===== config.mk =====
export PLATFORM = sky130hd
export DESIGN_NAME = multi_collision_resolver
export DESIGN_NICKNAME = d
export VERILOG_FILES = /design/src/rtl/multi_collision_resolver_pkg.sv /design/src/rtl/multi_collision_resolver_probe_addr_gen.sv /design/src/rtl/multi_collision_resolver.sv
export SDC_FILE = /design/constraint.sdc
export NUM_CORES = 1
export LEC_CHECK = 0
export CORE_ASPECT_RATIO = 0.6
export CORE_UTILIZATION = 46
export CTS_BUF_LIST = sky130_fd_sc_hd__clkbuf_8
export CTS_CLUSTER_DIAMETER = 100
export CTS_CLUSTER_SIZE = 14
export DETAILED_ROUTE_END_ITERATION = 16
export PLACE_DENSITY = 0.8
export SLEW_MARGIN = 20
export SYNTH_ARGS = -nofsm -noshare
export SYNTH_HDL_FRONTEND = slang
export SYNTH_SLANG_ARGS = --single-unit

===== constraint.sdc =====
create_clock -name clk -period 5.4 [get_ports clk]
set_input_delay 1.35 -clock clk [delete_from_list [all_inputs] [get_ports clk]]
set_output_delay 1.35 -clock clk [all_outputs]
set_load 0.02 [all_outputs]

===== src/rtl/multi_collision_resolver_pkg.sv =====
// Shared types and constants for the multi-entity collision resolver:
// FSM encoding, probe direction indices, entity state field positions.
package multi_collision_resolver_pkg;

    typedef enum logic [2:0] {
        S_IDLE  = 3'd0,
        S_SNAP  = 3'd1,
        S_SCAN  = 3'd2,
        S_FLUSH = 3'd3,
        S_DONE  = 3'd4
    } state_t;

    typedef enum logic [1:0] {
        DIR_DOWN  = 2'd0,
        DIR_UP    = 2'd1,
        DIR_LEFT  = 2'd2,
        DIR_RIGHT = 2'd3
    } dir_t;

    localparam int X_MSB = 31;
    localparam int X_LSB = 22;
    localparam int Y_MSB = 21;
    localparam int Y_LSB = 12;

    localparam int COORD_W = 10;
    localparam int PIDX_W  = 5;   // up to 8 entities x 4 directions

    // One in-flight level read awaiting its blockType result
    typedef struct packed {
        logic              vld;
        logic              oob;
        logic [PIDX_W-1:0] idx;
    } cap_t;

endpackage


===== src/rtl/multi_collision_resolver_probe_addr_gen.sv =====
// Combinational probe address generator: entity origin + direction ->
// probe coordinate, with out-of-bounds detection in 11-bit arithmetic.
module probe_addr_gen
    import multi_collision_resolver_pkg::*;
#(
    parameter int ENT_W = 16,
    parameter int ENT_H = 16,
    parameter int SCR_W = 640,
    parameter int SCR_H = 480
) (
    input  logic [COORD_W-1:0] ent_x,
    input  logic [COORD_W-1:0] ent_y,
    input  dir_t               dir,
    output logic [COORD_W-1:0] probe_x,
    output logic [COORD_W-1:0] probe_y,
    output logic               oob
);

    logic [COORD_W:0] px;
    logic [COORD_W:0] py;

    always_comb begin
        px = {1'b0, ent_x};
        py = {1'b0, ent_y};
        case (dir)
            DIR_DOWN: begin
                px = {1'b0, ent_x} + 11'(ENT_W / 2);
                py = {1'b0, ent_y} + 11'(ENT_H);
            end
            DIR_UP: begin
                px = {1'b0, ent_x} + 11'(ENT_W / 2);
                py = {1'b0, ent_y} - 11'd1;
            end
            DIR_LEFT: begin
                px = {1'b0, ent_x} - 11'd1;
                py = {1'b0, ent_y} + 11'(ENT_H / 2);
            end
            DIR_RIGHT: begin
                px = {1'b0, ent_x} + 11'(ENT_W);
                py = {1'b0, ent_y} + 11'(ENT_H / 2);
            end
        endcase
        // MSB set means the subtraction wrapped below zero (or ran past 1023)
        oob     = px[COORD_W] | py[COORD_W] | (px >= 11'(SCR_W)) | (py >= 11'(SCR_H));
        probe_x = oob ? '0 : px[COORD_W-1:0];
        probe_y = oob ? '0 : py[COORD_W-1:0];
    end

endmodule


===== src/rtl/multi_collision_resolver.sv =====
// Multi-entity collision resolver: snapshots N_ENT entity states on a sim tick,
// probes four edge points per entity through one level read port, publishes flags.
// Optional per-entity scan enable via macro COLLISION_MASK_EN.
module multi_collision_resolver
    import multi_collision_resolver_pkg::*;
#(
    parameter int N_ENT = 4,
    parameter int ENT_W = 16,
    parameter int ENT_H = 16,
    parameter int SCR_W = 640,
    parameter int SCR_H = 480
) (
    input  logic                 clk,
    input  logic                 reset,
    input  logic                 sim_clk,
    input  logic [N_ENT*32-1:0]  ent_state,
`ifdef COLLISION_MASK_EN
    input  logic [N_ENT-1:0]     ent_mask,
`endif
    output logic [COORD_W-1:0]   x,
    output logic [COORD_W-1:0]   y,
    input  logic                 blockType,
    output logic [N_ENT*4-1:0]   col,
    output logic                 col_valid,
    output logic                 busy,
    output logic                 overrun
);

    localparam logic [PIDX_W-1:0] LAST_PROBE = PIDX_W'(4 * N_ENT - 1);

    state_t                   state;
    state_t                   state_nxt;
    logic                     scanning;

    logic [N_ENT-1:0][31:0]   ent_shadow;
    logic [N_ENT-1:0]         ent_en;
    logic [PIDX_W-1:0]        pidx;
    cap_t                     cap;
    logic [N_ENT*4-1:0]       work;
    logic [N_ENT*4-1:0]       work_nxt;
    logic [N_ENT*4-1:0]       en_bits;
    logic [COORD_W-1:0]       x_hold;
    logic [COORD_W-1:0]       y_hold;

    logic [31:0]              cur_ent;
    logic [COORD_W-1:0]       probe_x;
    logic [COORD_W-1:0]       probe_y;
    logic                     probe_oob;
    logic                     unused_fields;

    // State register
    always_ff @(posedge clk) begin
        if (reset) state <= S_IDLE;
        else       state <= state_nxt;
    end

    // Next-state logic
    always_comb begin
        state_nxt = state;
        case (state)
            S_IDLE:  if (sim_clk) state_nxt = S_SNAP;
            S_SNAP:  state_nxt = S_SCAN;
            S_SCAN:  if (pidx == LAST_PROBE) state_nxt = S_FLUSH;
            S_FLUSH: state_nxt = S_DONE;
            S_DONE:  state_nxt = S_IDLE;
            default: state_nxt = S_IDLE;
        endcase
    end

    // Output decode
    always_comb begin
        busy      = (state != S_IDLE);
        col_valid = (state == S_DONE);
        scanning  = (state == S_SCAN);
    end

    always_comb begin
        cur_ent = '0;
        for (int i = 0; i < N_ENT; i++)
            if (pidx[PIDX_W-1:2] == 3'(i)) cur_ent = ent_shadow[i];
    end

    probe_addr_gen #(
        .ENT_W (ENT_W),
        .ENT_H (ENT_H),
        .SCR_W (SCR_W),
        .SCR_H (SCR_H)
    ) u_probe (
        .ent_x   (cur_ent[X_MSB:X_LSB]),
        .ent_y   (cur_ent[Y_MSB:Y_LSB]),
        .dir     (dir_t'(pidx[1:0])),
        .probe_x (probe_x),
        .probe_y (probe_y),
        .oob     (probe_oob)
    );

    assign x = scanning ? probe_x : x_hold;
    assign y = scanning ? probe_y : y_hold;

    // Out-of-bounds probes never consult blockType
    always_comb begin
        work_nxt = work;
        for (int i = 0; i < N_ENT * 4; i++)
            if (cap.vld && cap.idx == PIDX_W'(i)) work_nxt[i] = cap.oob | blockType;
    end

    always_comb begin
        for (int i = 0; i < N_ENT; i++) en_bits[4*i +: 4] = {4{ent_en[i]}};
    end

    always_comb begin
        unused_fields = 1'b0;
        for (int i = 0; i < N_ENT; i++)
            unused_fields = unused_fields ^ (^ent_shadow[i][Y_LSB-1:0]);
    end

`ifdef COLLISION_MASK_EN
    always_ff @(posedge clk) begin
        if (reset)                 ent_en <= '0;
        else if (state == S_SNAP)  ent_en <= ent_mask;
    end
`else
    assign ent_en = '1;
`endif

    always_ff @(posedge clk) begin
        if (reset) begin
            ent_shadow <= '0;
            pidx       <= '0;
            cap        <= '0;
            work       <= '0;
            col        <= '0;
            overrun    <= 1'b0;
            x_hold     <= '0;
            y_hold     <= '0;
        end else begin
            if (sim_clk && state != S_IDLE) overrun <= 1'b1;
            if (state == S_SNAP) begin
                ent_shadow <= ent_state;
                pidx       <= '0;
            end
            if (scanning) begin
                pidx   <= pidx + 1'b1;
                x_hold <= probe_x;
                y_hold <= probe_y;
            end
            cap.vld <= scanning;
            cap.oob <= probe_oob;
            cap.idx <= pidx;
            work    <= work_nxt;
            // Whole-vector publish lands on entry to DONE, alongside col_valid
            if (state == S_FLUSH) col <= work_nxt & en_bits;
        end
    end

endmodule


==> flow_summary.toml <==
[sta]
whs_ns = 0.460
maxSlewHeadroom_pct = 35.1
finalCritPeriodShare_pct = 99.1
fin_ws_ns = 0.0485
period_needed_ns = 5.35
final-max-slew-violation-count = 0
rsz0062_at_grt = "yes"
hold_viol = 0
fmax_ghz = 0.187
finalSetupViolCount = 0
tightest_slew_ns = 0.974
fin_tns_setup_ns = 0
clock_skew_ns = 0.0178

[power_and_ir_drop]
power_frac_seq_pct = 45.8
p_int_mw = 1.72
p_leak_nw = 3.92
peakVddDrop_uv = 172
p_comb_share_pct = 19.2
powerDensity_mw_per_mm2 = 245
p_switching_mw = 0.829
pwr-share-clk_pct = 35.1
switching_share_pct = 32.6
power_mw = 2.55

[synthesis]
synth-seq-cells = 148
yosysUniqueCellTypes = 72
syn-num-nets = 1132
synth_edf_count = 0
synthCells = 985
netlist_area_mm2 = 0.00785
ys_seq_area_share_pct = 37.8
avgSynthCellArea_um2 = 7.97
synthArstFlopShare_pct = 0
synth_ff_type = "dfxtp_1"
synth_warnings = 0

[drt]
vias = 7907
drt_wl_total_mm = 23.2
route.detailed.drc = 0
dr.pass1.iters = 8
wl_per_cell_um = 16.6
drt_iter0_drc = 812
avgViaCountPerCell = 5.67
final_antenna_net_count = 0

[floorplan]
start_util_pct = 47.7
die_x_um = 171
core_mm2 = 0.0164
die_y_um = 103
die_area_mm2 = 0.0176
num_rows = 36
pin_count = 171

[placed_design]
dpl.cell_count = 1350
io_buffers = 122
gp_congestion = 0.931
dpl-instance-area_mm2 = 0.00972
dp_hpwl_mm = 16.3
post-place-ws_ns = -0.175

[layout]
syn_to_final_growth_pct = 32.5
drive_above_1_share_pct = 18.4
fin_util_pct = 63.2
design_area_mm2 = 0.0104
antenna_cells = 0
stdcell_count = 1394
final_nets = 1300

[critical_path]
start_kind = "flop"
r2r_cells = 14
r2r_end = "x_hold[1]"
worst_ep_required_time_ns = 4.05
worstSetupEndpointType = "output port"
startpoint = "pidx[3]"
r2r_slack_ns = 1.86
cp-endpoint = "x[7]"
r2r_start = "pidx[3]"
criticalPathCategory = "reg2out"
arrival_ns = 4.00
cp_max_fo = 7

[clock_tree]
insertion_delay_ns = 0.47
cts-root-buf = "clkbuf_8"
cts_buffer_depth = 2
htreeDepth = 4
cts_tree = "built"
path_clk_slew_ns = 0.11
numClockSinks = 148
cts_inserted_buffers = 17

[worst_hold_path]
worstHoldPathType = "reg2reg"

[global_route]
overflow = 0
grt_antenna_before_repair = 0
grt_pass1_wl_mm = 36.3
grt_pass1_vias = 7127
grt_max_degree = 95
grt.total_usage_pct = 26.4

[run]
maxCapViolCount = 0

[run_status]
status = "finished clean"
layout by cell type (no fill, tap or decap), types with 5 or more instances in the layout:
master / netlist / layout
nor3_1: 9 / 9
and2_1: 8 / 8
clkinv_8: 0 / 6
clkbuf_8: 0 / 17
mux2_2: 5 / 5
or3_1: 8 / 7
clkbuf_2: 0 / 10
a21oi_1: 117 / 117
nand2_2: 2 / 6
ha_1: 15 / 14
nand3b_1: 7 / 7
buf_4: 4 / 101
clkdlybuf4s50_1: 0 / 102
nand2_1: 236 / 232
a221oi_1: 5 / 5
mux4_2: 14 / 14
nor2b_1: 10 / 10
o21ai_0: 10 / 9
inv_8: 0 / 5
o21ai_1: 4 / 5
dfxtp_1: 148 / 146
inv_1: 16 / 16
nor4b_1: 5 / 5
mux2i_1: 39 / 37
and3_1: 7 / 7
nand3_1: 13 / 13
nor2_1: 95 / 95
xnor2_1: 10 / 10
o41ai_1: 33 / 23
o41ai_2: 0 / 6
synth_stat cells (7+ instances only):
cell | count | area share (%)
nand2_1 | 236 | 11
dfxtp_1 | 148 | 38
a21oi_1 | 117 | 7.5
nor2_1 | 95 | 4.5
clkbuf_1 | 53 | 2.5
mux2i_1 | 39 | 5.0
o41ai_1 | 33 | 3.7
inv_1 | 16 | 0.77
ha_1 | 15 | 2.4
buf_2 | 14 | 0.89
mux4_2 | 14 | 4.0
nand3_1 | 13 | 0.83
nor2b_1 | 10 | 0.80
o21ai_0 | 10 | 0.64
xnor2_1 | 10 | 1.1
nor3_1 | 9 | 0.57
and2_1 | 8 | 0.64
or3_1 | 8 | 0.64
and3_1 | 7 | 0.56
nand3b_1 | 7 | 0.67
worst min path at each step:
stage               startpoint         to  cells after the start
floorplan            x_hold[0]  x_hold[0]                      2
global placement     x_hold[5]  x_hold[5]                      2
detailed placement   x_hold[4]  x_hold[4]                      2
CTS                  x_hold[4]  x_hold[4]                      2
global route         x_hold[8]  x_hold[8]                      2
finish               y_hold[8]  y_hold[8]                      2
worst max-delay path, cell delays in order (launching register included):
cell       delay, ns
dfxtp_4         0.46
buf_4           0.17
mux2i_2         0.25
o22ai_2         0.20
ha_2            0.24
nand2_1         0.08
o32ai_2         0.09
and2_1          0.17
nor3b_1         0.15
a221o_1         0.41
nor3_4          0.30
o21ai_4         0.16
clkbuf_16       0.20
o41ai_4         0.36
buf_4           0.16
buf_4           0.13
power groups by stage:
stage	sequential (mW)	combinational, mW	clock (mW)
after floorplan	1.18	0.266	0
after global placement	1.19	0.445	0
after detailed placement	1.19	0.450	0
after CTS	1.16	0.454	0.902
after global routing	1.17	0.531	0.947
final	1.16	0.489	0.892
flip-flops by register name (all words and copies together) (netlist names):
name and flops:
ent_shadow 80, overrun 1, x_hold 10, cap 7
work 16, state 3, y_hold 10, pidx 5
col 16
layer usage:
layer	part of all wire [%]	wire [um]	vias up	GRT usage [%]
li1	-	-	3808	-
met1	48	11200	3753	38.3
met2	42	9810	322	40.2
met3	8.4	1950	24	5.52
met4	0.96	223	0	5.82
met5	0	0	-	0
repair_timing:
| item | CTS | global route |
|---|---|---|
| hold buffers | 0 | 0 |
| setup endpoints to repair | 19 | 19 |
| gates cloned | 0 | 2 |
| pin swaps | 2 | 6 |
| resized for setup | 46 | 61 |
| setup buffers | 4 | 5 |
area by class of cell:
class	instances	area, um^2
Fill cell	1426	6040
Tap cell	228	285
Clock inverter	15	186
Sequential cell	148	2970
Clock buffer	17	234
Multi-Input combinational cell	743	4660
Inverter	17	63.8
Timing Repair Buffer	226	2000
logic make-up (layout without fill, tap and decap cells):
family                     count (synthesis)  count (layout)  synth area share (%)
AOI/OAI and AO/OA                        228             228                  19.4
muxes                                     58              58                  9.71
DFF                                      148             148                  37.8
xor gates and xnor gates                  11              11                  1.23
buffers and inverters                     94             275                  5.29
adders and majority gates                 15              15                  2.39
and+or+nand+nor                          431             431                  24.2
Note: power is estimated with default switching activity, not from simulation.
